File: src/rtl/dma_pkg.sv
// Shared types and constants for the DMA request arbiter.
package dma_pkg;
   localparam int NCH  = 4;
   localparam int CH_W = 2;

   localparam int CMD_DIS        = 2;
   localparam int CMD_ROT        = 4;
   localparam int CMD_DREQ_SENSE = 6;
   localparam int CMD_DACK_SENSE = 7;

   typedef enum logic [1:0] {
      ARB_IDLE  = 2'd0,
      ARB_GRANT = 2'd1,
      ARB_SVC   = 2'd2
   } arb_state_t;
endpackage

File: src/rtl/dma_priority_rotator.sv
// Combinational priority pick: first requesting channel scanning up from ptr, modulo 4.
module dma_priority_rotator
   import dma_pkg::*;
(
   input  logic [NCH-1:0]  req,
   input  logic [CH_W-1:0] ptr,
   output logic [CH_W-1:0] win,
   output logic            any
);

   logic [CH_W-1:0] idx;

   // Walk from the lowest-priority offset down so the highest-priority hit is written last.
   always_comb begin
      win = '0;
      idx = '0;
      for (int i = NCH - 1; i >= 0; i--) begin
         idx = ptr + i[CH_W-1:0];
         if (req[idx]) win = idx;
      end
   end

   assign any = |req;

endmodule

File: src/rtl/dma_priority_arbiter.sv
// 8237A-style request arbitration: samples DREQ/software requests, picks a winner
// by fixed or rotating priority, and holds it through the timing-control service cycle.
module dma_priority_arbiter
   import dma_pkg::*;
#(
   parameter int NCH = 4
) (
   input  logic            CLK,
   input  logic            RESET_N,
   input  logic [NCH-1:0]  DREQ,
   input  logic [7:0]      commandReg,
   input  logic [NCH-1:0]  maskReg,
   input  logic [NCH-1:0]  requestReg,
   input  logic            Program,
   input  logic            validDACK,
   input  logic            cycleDone,
   input  logic            tcReached,
   output logic [NCH-1:0]  VALID_DREQ,
   output logic [NCH-1:0]  DACK,
   output logic [CH_W-1:0] activeCh,
   output logic [NCH-1:0]  clrReq,
   output logic            busy
);

   arb_state_t      state_q, state_d;
   logic [NCH-1:0]  req_q, req_d;
   logic [CH_W-1:0] grant_q, grant_d;
   logic [CH_W-1:0] ptr_q, ptr_d;
   logic [NCH-1:0]  clr_q, clr_d;
   logic [CH_W-1:0] win;
   logic            any;
   logic [NCH-1:0]  grant_oh;
   logic            unused_cmd;

   assign unused_cmd = ^{commandReg[5], commandReg[3], commandReg[1:0]};

   dma_priority_rotator u_rot (
      .req (req_q),
      .ptr (ptr_q),
      .win (win),
      .any (any)
   );

   assign grant_oh = NCH'(1) << grant_q;

   always_comb begin
      req_d   = ((DREQ ^ {NCH{commandReg[CMD_DREQ_SENSE]}}) & ~maskReg) | requestReg;
      state_d = state_q;
      grant_d = grant_q;
      ptr_d   = commandReg[CMD_ROT] ? ptr_q : '0;
      clr_d   = '0;
      case (state_q)
         ARB_IDLE: begin
            // Disable/Program only gate new grants; an in-flight service always finishes.
            if (any && !commandReg[CMD_DIS] && !Program) begin
               state_d = ARB_GRANT;
               grant_d = win;
            end
         end
         ARB_GRANT: begin
            if (validDACK) state_d = ARB_SVC;
         end
         ARB_SVC: begin
            if (cycleDone) begin
               state_d = ARB_IDLE;
               if (commandReg[CMD_ROT]) ptr_d = grant_q + CH_W'(1);
               if (tcReached && requestReg[grant_q]) clr_d = grant_oh;
            end
         end
         default: state_d = ARB_IDLE;
      endcase
   end

   always_ff @(posedge CLK) begin
      if (!RESET_N) begin
         state_q <= ARB_IDLE;
         req_q   <= '0;
         grant_q <= '0;
         ptr_q   <= '0;
         clr_q   <= '0;
      end else begin
         state_q <= state_d;
         req_q   <= req_d;
         grant_q <= grant_d;
         ptr_q   <= ptr_d;
         clr_q   <= clr_d;
      end
   end

   always_comb begin
      DACK = {NCH{~commandReg[CMD_DACK_SENSE]}};
      if (state_q == ARB_SVC) DACK[grant_q] = commandReg[CMD_DACK_SENSE];
   end

   assign VALID_DREQ = (state_q != ARB_IDLE) ? grant_oh : '0;
   assign activeCh   = grant_q;
   assign clrReq     = clr_q;
   assign busy       = (state_q != ARB_IDLE);

endmodule

File: config.mk
export PLATFORM = sky130hd
export DESIGN_NAME = dma_priority_arbiter
export DESIGN_NICKNAME = d
export VERILOG_FILES = /design/src/rtl/dma_pkg.sv /design/src/rtl/dma_priority_rotator.sv /design/src/rtl/dma_priority_arbiter.sv
export SDC_FILE = /design/constraint.sdc
export NUM_CORES = 1
export LEC_CHECK = 0
export CELL_PAD_IN_SITES_DETAIL_PLACEMENT = 0
export CELL_PAD_IN_SITES_GLOBAL_PLACEMENT = 1
export CORE_MARGIN = 5
export CORE_UTILIZATION = 24
export CTS_CLUSTER_DIAMETER = 30
export CTS_CLUSTER_SIZE = 24
export DETAILED_ROUTE_END_ITERATION = 8
export PLACE_DENSITY = 0.76
export SLEW_MARGIN = 20
export SYNTH_ARGS = -nofsm -noshare
export SYNTH_HDL_FRONTEND = slang
export SYNTH_HIERARCHICAL = 1
export SYNTH_SLANG_ARGS = --single-unit
File: constraint.sdc
create_clock -name CLK -period 1.49 [get_ports CLK]
set_clock_uncertainty 0.2 [all_clocks]
set_input_delay 0.2235 -clock CLK [delete_from_list [all_inputs] [get_ports CLK]]
set_output_delay 0.2235 -clock CLK [all_outputs]
set_load 0.1 [all_outputs]
# Word level (Yosys, flattened, before mapping)
# Cells that the tools add are included.
[op_classes]
mux = 27
reduce_logical = 12
n_addsub = 4
n_eq_ne = 5
magnitude_cmp = 6
n_bitwise = 5
shifts = 1
[ops]
columns = ["cell", "n"]
rows = [
  ["two-way mux 2 bit", 11],
  ["less-than comparator 2 x 3 -> 1 bit (second input constant)", 5],
  ["binary-select mux 1 bit (select 2 bit)", 5],
  ["two-way mux 4 bit", 2],
  ["two-way mux 1 bit", 6],
  ["!= test 2 bit (second input constant)", 3],
  ["one-hot mux 2 bit (3 select lines)", 1],
  ["adder 2 x 1 -> 2 bit (second input constant)", 2],
  ["adder 2 bit (second input constant)", 2],
  ["AND 4 bit", 1],
  ["bitwise mux 4 bit", 1],
  ["logical AND 1 bit", 4],
  ["NOT 4 bit", 1],
  ["OR 4 bit", 1],
  ["AND reduction 4 bit", 1],
  ["OR reduction 4 bit", 1],
  ["left shift 1 x 2 -> 4 bit (first input constant)", 1],
  ["XOR 4 bit", 1],
  ["AND reduction 3 bit", 1],
  ["demux 1 bit (select 2 bit)", 1],
  ["== test 2 x 1 -> 1 bit (second input constant)", 1],
  ["== test 2 bit (second input constant)", 1],
  ["greater-or-equal comparator 2 x 1 -> 1 bit (second input constant)", 1],
  ["zero test 1 bit", 2],
  ["4 further kinds", 4],
]
[word_totals]
reg_bits = 14

# Logic depth before layout (Yosys ltp)
# Gate-level depths: netlist of the first run.
[logic_depth]
ltp_word = 7
mapped_depth = 5

# Hierarchy
# Netlist of the first run, hierarchy kept.
[modules_own_cells]
columns = ["module", "seq_area_each_um2", "cells_each", "n_inst", "area_each_um2"]
rows = [
  ["dma_priority_arbiter", 280.3, 77, 1, 701.9],
  ["dma_priority_rotator", 0.0, 13, 1, 77.6],
]

# Worst setup path after synthesis of the first run
# No wires, ideal clock.
[synth_path]
path_kind = "register to output"
start = "register grant_q[0], in the netlist activeCh[0]"
end = "output port DACK[2]"
n_path_buf = 0
setup_slack_ps = -1912
stages_incl_launch_ff = 5
arrival_time_ps = 2978
path_cell_list = "dfxtp_1 inv_1 ha_1 nand2_1 xor2_1"
[synth_via]
elab_chain_cells = 6
[synth_rtl]
columns = ["item", "line_no", "text"]
rows = [
  ["start, declared", "dma_priority_arbiter.sv:27", "logic [CH_W-1:0] grant_q, grant_d;"],
  ["start signal, assigned", "dma_priority_arbiter.sv:84", "grant_q <= grant_d;"],
  ["less-than comparator 2 x 3 -> 1 bit (implied by the code) / greater-or-equal comparator 2 x 1 -> 1 bit (equally long branches)", "dma_priority_arbiter.sv:92", "if (state_q == ARB_SVC) DACK[grant_q] = commandReg[CMD_DACK_SENSE];"],
  ["logical AND 1 bit (implied by the code)", "dma_priority_arbiter.sv:92", ""],
  ["two-way mux 1 bit (implied by the code)", "dma_priority_arbiter.sv:92", ""],
  ["demux 1 bit (select 2 bit) *", "dma_priority_arbiter.sv:92", ""],
  ["bitwise mux 4 bit *", "dma_priority_arbiter.sv:92", ""],
  ["two-way mux 4 bit *", "dma_priority_arbiter.sv:92", ""],
  ["end, declared", "dma_priority_arbiter.sv:19", "output logic [NCH-1:0] DACK,"],
]
# Every way passes the cells marked *; elsewhere a longest branch is shown, timed or not.

# Worst setup path in the final report of the first run
[layout_path]
start = "register state_q[0]"
end = "output port DACK[2]"
[layout_via]
elab_chain_cells = 2
[layout_rtl]
columns = ["item", "line_no", "text"]
rows = [
  ["start, declared", "dma_priority_arbiter.sv:25", "arb_state_t state_q, state_d;"],
  ["start signal, assigned", "dma_priority_arbiter.sv:82", "state_q <= state_d;"],
  ["== test 2 bit", "dma_priority_arbiter.sv:92", ""],
  ["two-way mux 4 bit", "dma_priority_arbiter.sv:92", ""],
]
# No other way between the ends.

==> out/results.tsv, run 1 <==
stage	metric	value	unit
outcome	status	finished, violations left	
outcome	failing checks	setup timing	
worst_setup_path	CP Max Fanout	5	
cells_and_area	multi-input logic area	682	µm²
worst_setup_path	Bufs and invs on worst path	1	
cells_and_area	leading cell type in the layout, fill and taps excluded	clkdlybuf4s50_1	
clock_network	Clock Root Buffer	clkbuf_4	
sta	pins over their slew limit	0	
global_routing	largest net degree at the start of global routing	12	
global_routing	Overflow after GRT	0	
cells_and_area	Net count, final	177	
cells_and_area	FILL cells	268	
route	final WL	2290	µm
floorplanning	Core Footprint	0.00308	mm²
route	DRT iter0 DRCs	18	
synthesis	yosys warns	6	
clock_network	CTS tree	built	
worst_setup_path	Worst Setup Path Type	flip-flop to primary output	
cells_and_area	layout cell share with drive strength beyond 1	46.6	%
floorplanning	full die area	0.00449	mm²
global_routing	M3 GR Usage	5.40	%
sta	Tcrit/Tclk final	121	%
global_routing	total track usage	11.5	%
route	DR pass1 iterations	4	
route	DR DRC count	0	
synthesis	Synth top area share	36.0	%
synthesis	Yosys reg bits	14	
power_and_ir_drop	leakage	0.000710	µW
global_routing	layer with the highest usage	met2	
synthesis	Syn Std Cell Area	779	µm²
power_and_ir_drop	Pwr per Cell Area	608	mW/mm²
clock_network	Worst-path clk slew	80	ps
synthesis	Cells after Synth	90	
worst_setup_path	CP startpoint	state_q[0]$_SDFFE_PN0P_	
cells_and_area	antenna cells	0	
synthesis	Avg Cell Area, Syn	8.66	µm²
placement	Placer Congestion	0.714	
route	vias per inst	4.22	
sta	Worst Max-Slew Pin Slew	217	ps
floorplanning	number of I/O pins	41	
sta	final worst slack	-307	ps
cells_and_area	commonest non-fill, non-tap cells in the layout	clkdlybuf4s50_1 (21), buf_12 (16), buf_4 (14)	
global_routing	first-pass GRT wire length	3820	µm
route	WL per Instance	12.1	µm
sta	relative slew slack	85.5	%
worst_setup_path	WP data required	1070	ps
placement	post-detail-place hpwl	1930	µm
worst_setup_path	Crit. End Element	primary output	
sta	Peak Freq	0.557	GHz
sta	minimum clock period	1800	ps
synthesis	post-synth cell types	25	
synthesis	syn_nets	120	
placement	pre-CTS setup slack	-274	ps
run	maxcap violations	0	
synthesis	EDFF count, synth	0	
worst_setup_path	critical path, cell by cell	and2b_4 > nand2_4 > xor2_4 > buf_12	
synthesis	commonest register cell after synthesis	dfxtp_1	
route	via count	802	
worst_hold_path	HP Class	input pin to flip-flop	
synthesis	Yosys top cell by area	dfxtp_1	
worst_setup_path	cell family with most CP delay	simple AND/OR/NAND/NOR gates	
clock_network	CTS Buf Count	3	
global_routing	vias in the first global route	878	
sta	final setup fails	14	
sta	RSZ-0062 raised after global routing	yes	
floorplanning	row cnt	20	
placement	PortBufs	36	
clock_network	maximum root-to-sink buffer count	2	
worst_setup_path	Crit path largest cell delay	330	ps
worst_setup_path	reg2reg start	activeCh[0]$_SDFFE_PN0P_	
cells_and_area	area grow syn2layout	125	%
worst_setup_path	CP max-delay cell	and2b_4	
route	final antenna-violating net count	0	
cells_and_area	FF+latch area	289	µm²
floorplanning	chip width	67.0	µm
sta	final hold violation count	0	
synthesis	synth top area cells	dfxtp_1 (36%), ha_1 (6.4%), nand2_1 (6.3%)	
floorplanning	Die H	67.0	µm
worst_setup_path	Critical Path AT	1370	ps
worst_hold_path	hold_sp	commandReg[4]	
global_routing	GR Layer Usage met1	12.6	%
clock_network	Worst-Skew Late Latency	280	ps
clock_network	Num Clock Sinks	14	
cells_and_area	fin util	57.1	%
power_and_ir_drop	Worst VDD drop	0.358	mV
synthesis	FFs w/ async S/R, synth	0	%
global_routing	initial antenna violation count	0	
global_routing	met2 Resource Use GR	20.5	%
synthesis	post-synthesis sequential area ratio	36.0	%
clock_network	htree depth	1	
worst_setup_path	Critical Path Start Type	flip-flop	
clock_network	# hold bufs at CTS	0	
floorplanning	Initial Util	25.3	%
[path summary, 6_finish.rpt]
kind / end / slack, ps / cells after the start
max: DACK[2] / -310 / 4
max reg2reg: clrReq[0]$_SDFF_PN0_ / -140 / 4
min reg2reg: ptr_q[1]$_SDFF_PN0_ / 350 / 2
min: ptr_q[1]$_SDFF_PN0_ / 330 / 3
[cells by family (layout without fill, tap and decap cells)]
family,Yosys count,count (layout),synth area share [%]
AOI/OAI and AO/OA,10,10,9.79
DFF,14,14,36.0
xor gates and xnor gates,8,8,8.99
adders and majority gates,4,4,6.42
buffers and inverters,6,62,2.89
and+or+nand+nor,43,43,27.9
muxes,5,5,8.03
[worst register-to-register path, stage by stage, from the launching register on]
cell and delay (ps):
dfxtp_4 410, buf_6 130, mux4_2 500, and4_4 180
and2_4 130
[per-stage QoR]
stage	instances	setup TNS, ps	total power (µW)	instance area (µm²)	hold WS (ps)
final	190	-2530	1070	1760	333
after global routing	190	-3170	1120	1760	334
after CTS	187	-2700	1070	1720	324
after detailed placement	179	-1820	790	1630	331
after global placement	179	-1560	786	1630	318
after floorplan	90	-3580	611	976	147
[registers in the layout, indices dropped and copies added (netlist names)]
register,count
clrReq,4
activeCh,2
req_q,4
ptr_q,2
state_q,2
[metal layers]
layer	wire (µm)	vias up
li1	-	404
met1	956	361
met2	1130	35
met3	196	2
met4	5	0
met5	0	-
[area by class of cell]
type | count | share of cell area, %
Tap cell | 44 | 3.13
Inverter | 4 | 1.42
Multi-Input combinational cell | 70 | 38.8
Clock buffer | 4 | 2.07
Timing Repair Buffer | 54 | 38.1
Sequential cell | 14 | 16.5
[report_power, final]
group / switching [µW] / internal, µW / total (µW)
Combinational: 206 / 197 / 403
Clock: 117 / 149 / 265
Sequential: 13.6 / 385 / 399
Total: 336 / 731 / 1070
[repair_timing]
item / 4_1_cts / 5_1_grt
pin swaps: 11 / 4
buffers inserted: 4 / 3
resized for setup: 7 / 7
endpoints found under the setup margin: 13 / 14
[cells in the mapped netlist, drive strengths merged (4+ instances only)]
| master | count |
|---|---|
| mux2i | 4 |
| nor2b | 4 |
| xnor2 | 4 |
| nor2 | 11 |
| and2 | 6 |
| nand2 | 13 |
| dfxtp | 14 |
| xor2 | 4 |
| o21a | 5 |
| inv | 4 |
| ha | 4 |
Note: power is estimated with default switching activity, not from simulation.
==> run 2: changes to the inputs <==
==> constraint.sdc (replaced) <==
create_clock -name CLK -period 1.5 [get_ports CLK]
set_clock_uncertainty 0.2 [all_clocks]
set_input_delay 0.225 -clock CLK [delete_from_list [all_inputs] [get_ports CLK]]
set_output_delay 0.225 -clock CLK [all_outputs]
set_load 0.1 [all_outputs]
==> out/results.tsv, run 2 (synthesized netlist as in run 1, its figures left out) <==
stage	metric	value	unit
worst_setup_path	Worst Setup Path Type	flip-flop to primary output	
worst_setup_path	Critical Path AT	1360	ps
placement	Placer Congestion	0.721	
cells_and_area	layout cell share with drive strength beyond 1	44.8	%
route	WL per Instance	11.9	µm
floorplanning	row cnt	20	
clock_network	# hold bufs at CTS	0	
cells_and_area	antenna cells	0	
cells_and_area	leading cell type in the layout, fill and taps excluded	clkdlybuf4s50_1	
sta	final worst slack	-284	ps
power_and_ir_drop	leakage	0.000704	µW
sta	TNS Setup	-2360	ps
run	maxcap violations	0	
power_and_ir_drop	Pwr per Cell Area	607	mW/mm²
worst_setup_path	CP startpoint	activeCh[1]$_SDFFE_PN0P_	
route	vias per inst	4.26	
clock_network	htree depth	1	
placement	placed instance area	0.00163	mm²
power_and_ir_drop	Total Power	1060	µW
placement	PortBufs	36	
global_routing	vias in the first global route	825	
floorplanning	Initial Util	25.3	%
route	via count	806	
cells_and_area	final std cell area, no fill	0.00174	mm²
worst_setup_path	r2r setup slk	-120	ps
cells_and_area	multi-input logic area	677	µm²
global_routing	Overflow after GRT	0	
floorplanning	number of I/O pins	41	
global_routing	largest net degree at the start of global routing	12	
worst_setup_path	R2R depth	4	
cells_and_area	Net count, final	176	
sta	RSZ-0062 raised after global routing	yes	
clock_network	CTS tree	built	
power_and_ir_drop	Worst VDD drop	0.343	mV
clock_network	Worst-Skew Late Latency	280	ps
outcome	failing checks	setup timing	
sta	minimum clock period	1780	ps
sta	Peak Freq	0.560	GHz
sta	Worst Max-Slew Pin Slew	216	ps
worst_setup_path	r2r endpoint	clrReq[0]$_SDFF_PN0_	
cells_and_area	FILL cells	292	
worst_setup_path	reg2reg start	activeCh[0]$_SDFFE_PN0P_	
clock_network	Worst-path clk slew	80	ps
floorplanning	Die H	67.0	µm
clock_network	CTS Buf Count	3	
floorplanning	chip width	67.0	µm
floorplanning	full die area	0.00449	mm²
worst_hold_path	hold_sp	commandReg[4]	
floorplanning	Core Footprint	0.00308	mm²
cells_and_area	commonest non-fill, non-tap cells in the layout	clkdlybuf4s50_1 (21), buf_12 (16), buf_4 (13)	
clock_network	maximum root-to-sink buffer count	2	
global_routing	first-pass GRT wire length	3820	µm
worst_hold_path	HP Class	input pin to flip-flop	
sta	relative slew slack	85.6	%
sta	pins over their slew limit	0	
worst_setup_path	CP endpoint	DACK[0]	
sta	final setup fails	13	
outcome	status	finished, violations left	
global_routing	total track usage	11.4	%
worst_setup_path	WP data required	1070	ps
worst_setup_path	CP Max Fanout	4	
sta	Tcrit/Tclk final	119	%
worst_setup_path	Crit. End Element	primary output	
worst_setup_path	Critical Path Start Type	flip-flop	
placement	post-detail-place hpwl	1910	µm
cells_and_area	fin util	56.7	%
cells_and_area	FF+latch area	289	µm²
route	DR pass1 iterations	4	
clock_network	Num Clock Sinks	14	
route	final WL	2240	µm
route	DRT iter0 DRCs	33	
clock_network	Clock Root Buffer	clkbuf_4	
cells_and_area	area grow syn2layout	124	%
route	final antenna-violating net count	0	
global_routing	initial antenna violation count	0	
route	DR DRC count	0	
sta	final hold violation count	0	
## run 2: cell count changes in the layout (fill, tap and decap cells not counted), sizes merged
cell / delta
buf: -1
## run 2: through the flow
stage / hold slack [ps] / cells / worst slack (ps)
4_1_cts: 307 / 186 / -308
3_3_place_gp: 317 / 179 / -220
2_1_floorplan: 149 / 90 / -418
6_report: 325 / 189 / -284
5_1_grt: 334 / 189 / -345
3_5_place_dp: 329 / 179 / -261
## run 2: worst min-delay path by stage
| stage | to | slack [ps] | depth (start not counted) |
|---|---|---|---|
| finish | ptr_q[1]$_SDFF_PN0_ | 320 | 3 |
| global route | ptr_q[1]$_SDFF_PN0_ | 330 | 3 |
| CTS | ptr_q[1]$_SDFF_PN0_ | 310 | 3 |
| detailed placement | ptr_q[1]$_SDFF_PN0_ | 330 | 2 |
| global placement | ptr_q[1]$_SDFF_PN0_ | 320 | 2 |
| floorplan | req_q[0]$_SDFF_PN0_ | 150 | 1 |
## run 2: cell type report
| class | count | area share (%) |
|---|---|---|
| Tap cell | 44 | 3.16 |
| Inverter | 4 | 1.43 |
| Multi-Input combinational cell | 70 | 38.8 |
| Clock buffer | 4 | 2.08 |
| Sequential cell | 14 | 16.6 |
| Timing Repair Buffer | 53 | 37.9 |
## run 2: critical path, stage by stage, from the launching register on
cell and delay (ps):
dfxtp_4 410, inv_4 60, ha_4 170, nand2_4 80
xor2_4 160, buf_12 190
## run 2: power by group
part | internal [µW] | switching [µW]
sequential | 383 | 13.3
clock | 148 | 119
combinational | 193 | 203
## run 2: routing by layer
layer | global-route usage [%] | wire length (µm) | up-vias
li1 | - | - | 402
met1 | 13.1 | 918 | 366
met2 | 19.1 | 1060 | 36
met3 | 5.73 | 253 | 2
met4 | 2.28 | 14 | 0
met5 | 0 | 0 | -
## run 2: repair_timing
action / 4_1_cts / 5_1_grt
setup buffers: 3 / 3
pin swaps: 10 / 4
gates resized for setup: 5 / 7
endpoints found under the setup margin: 13 / 14
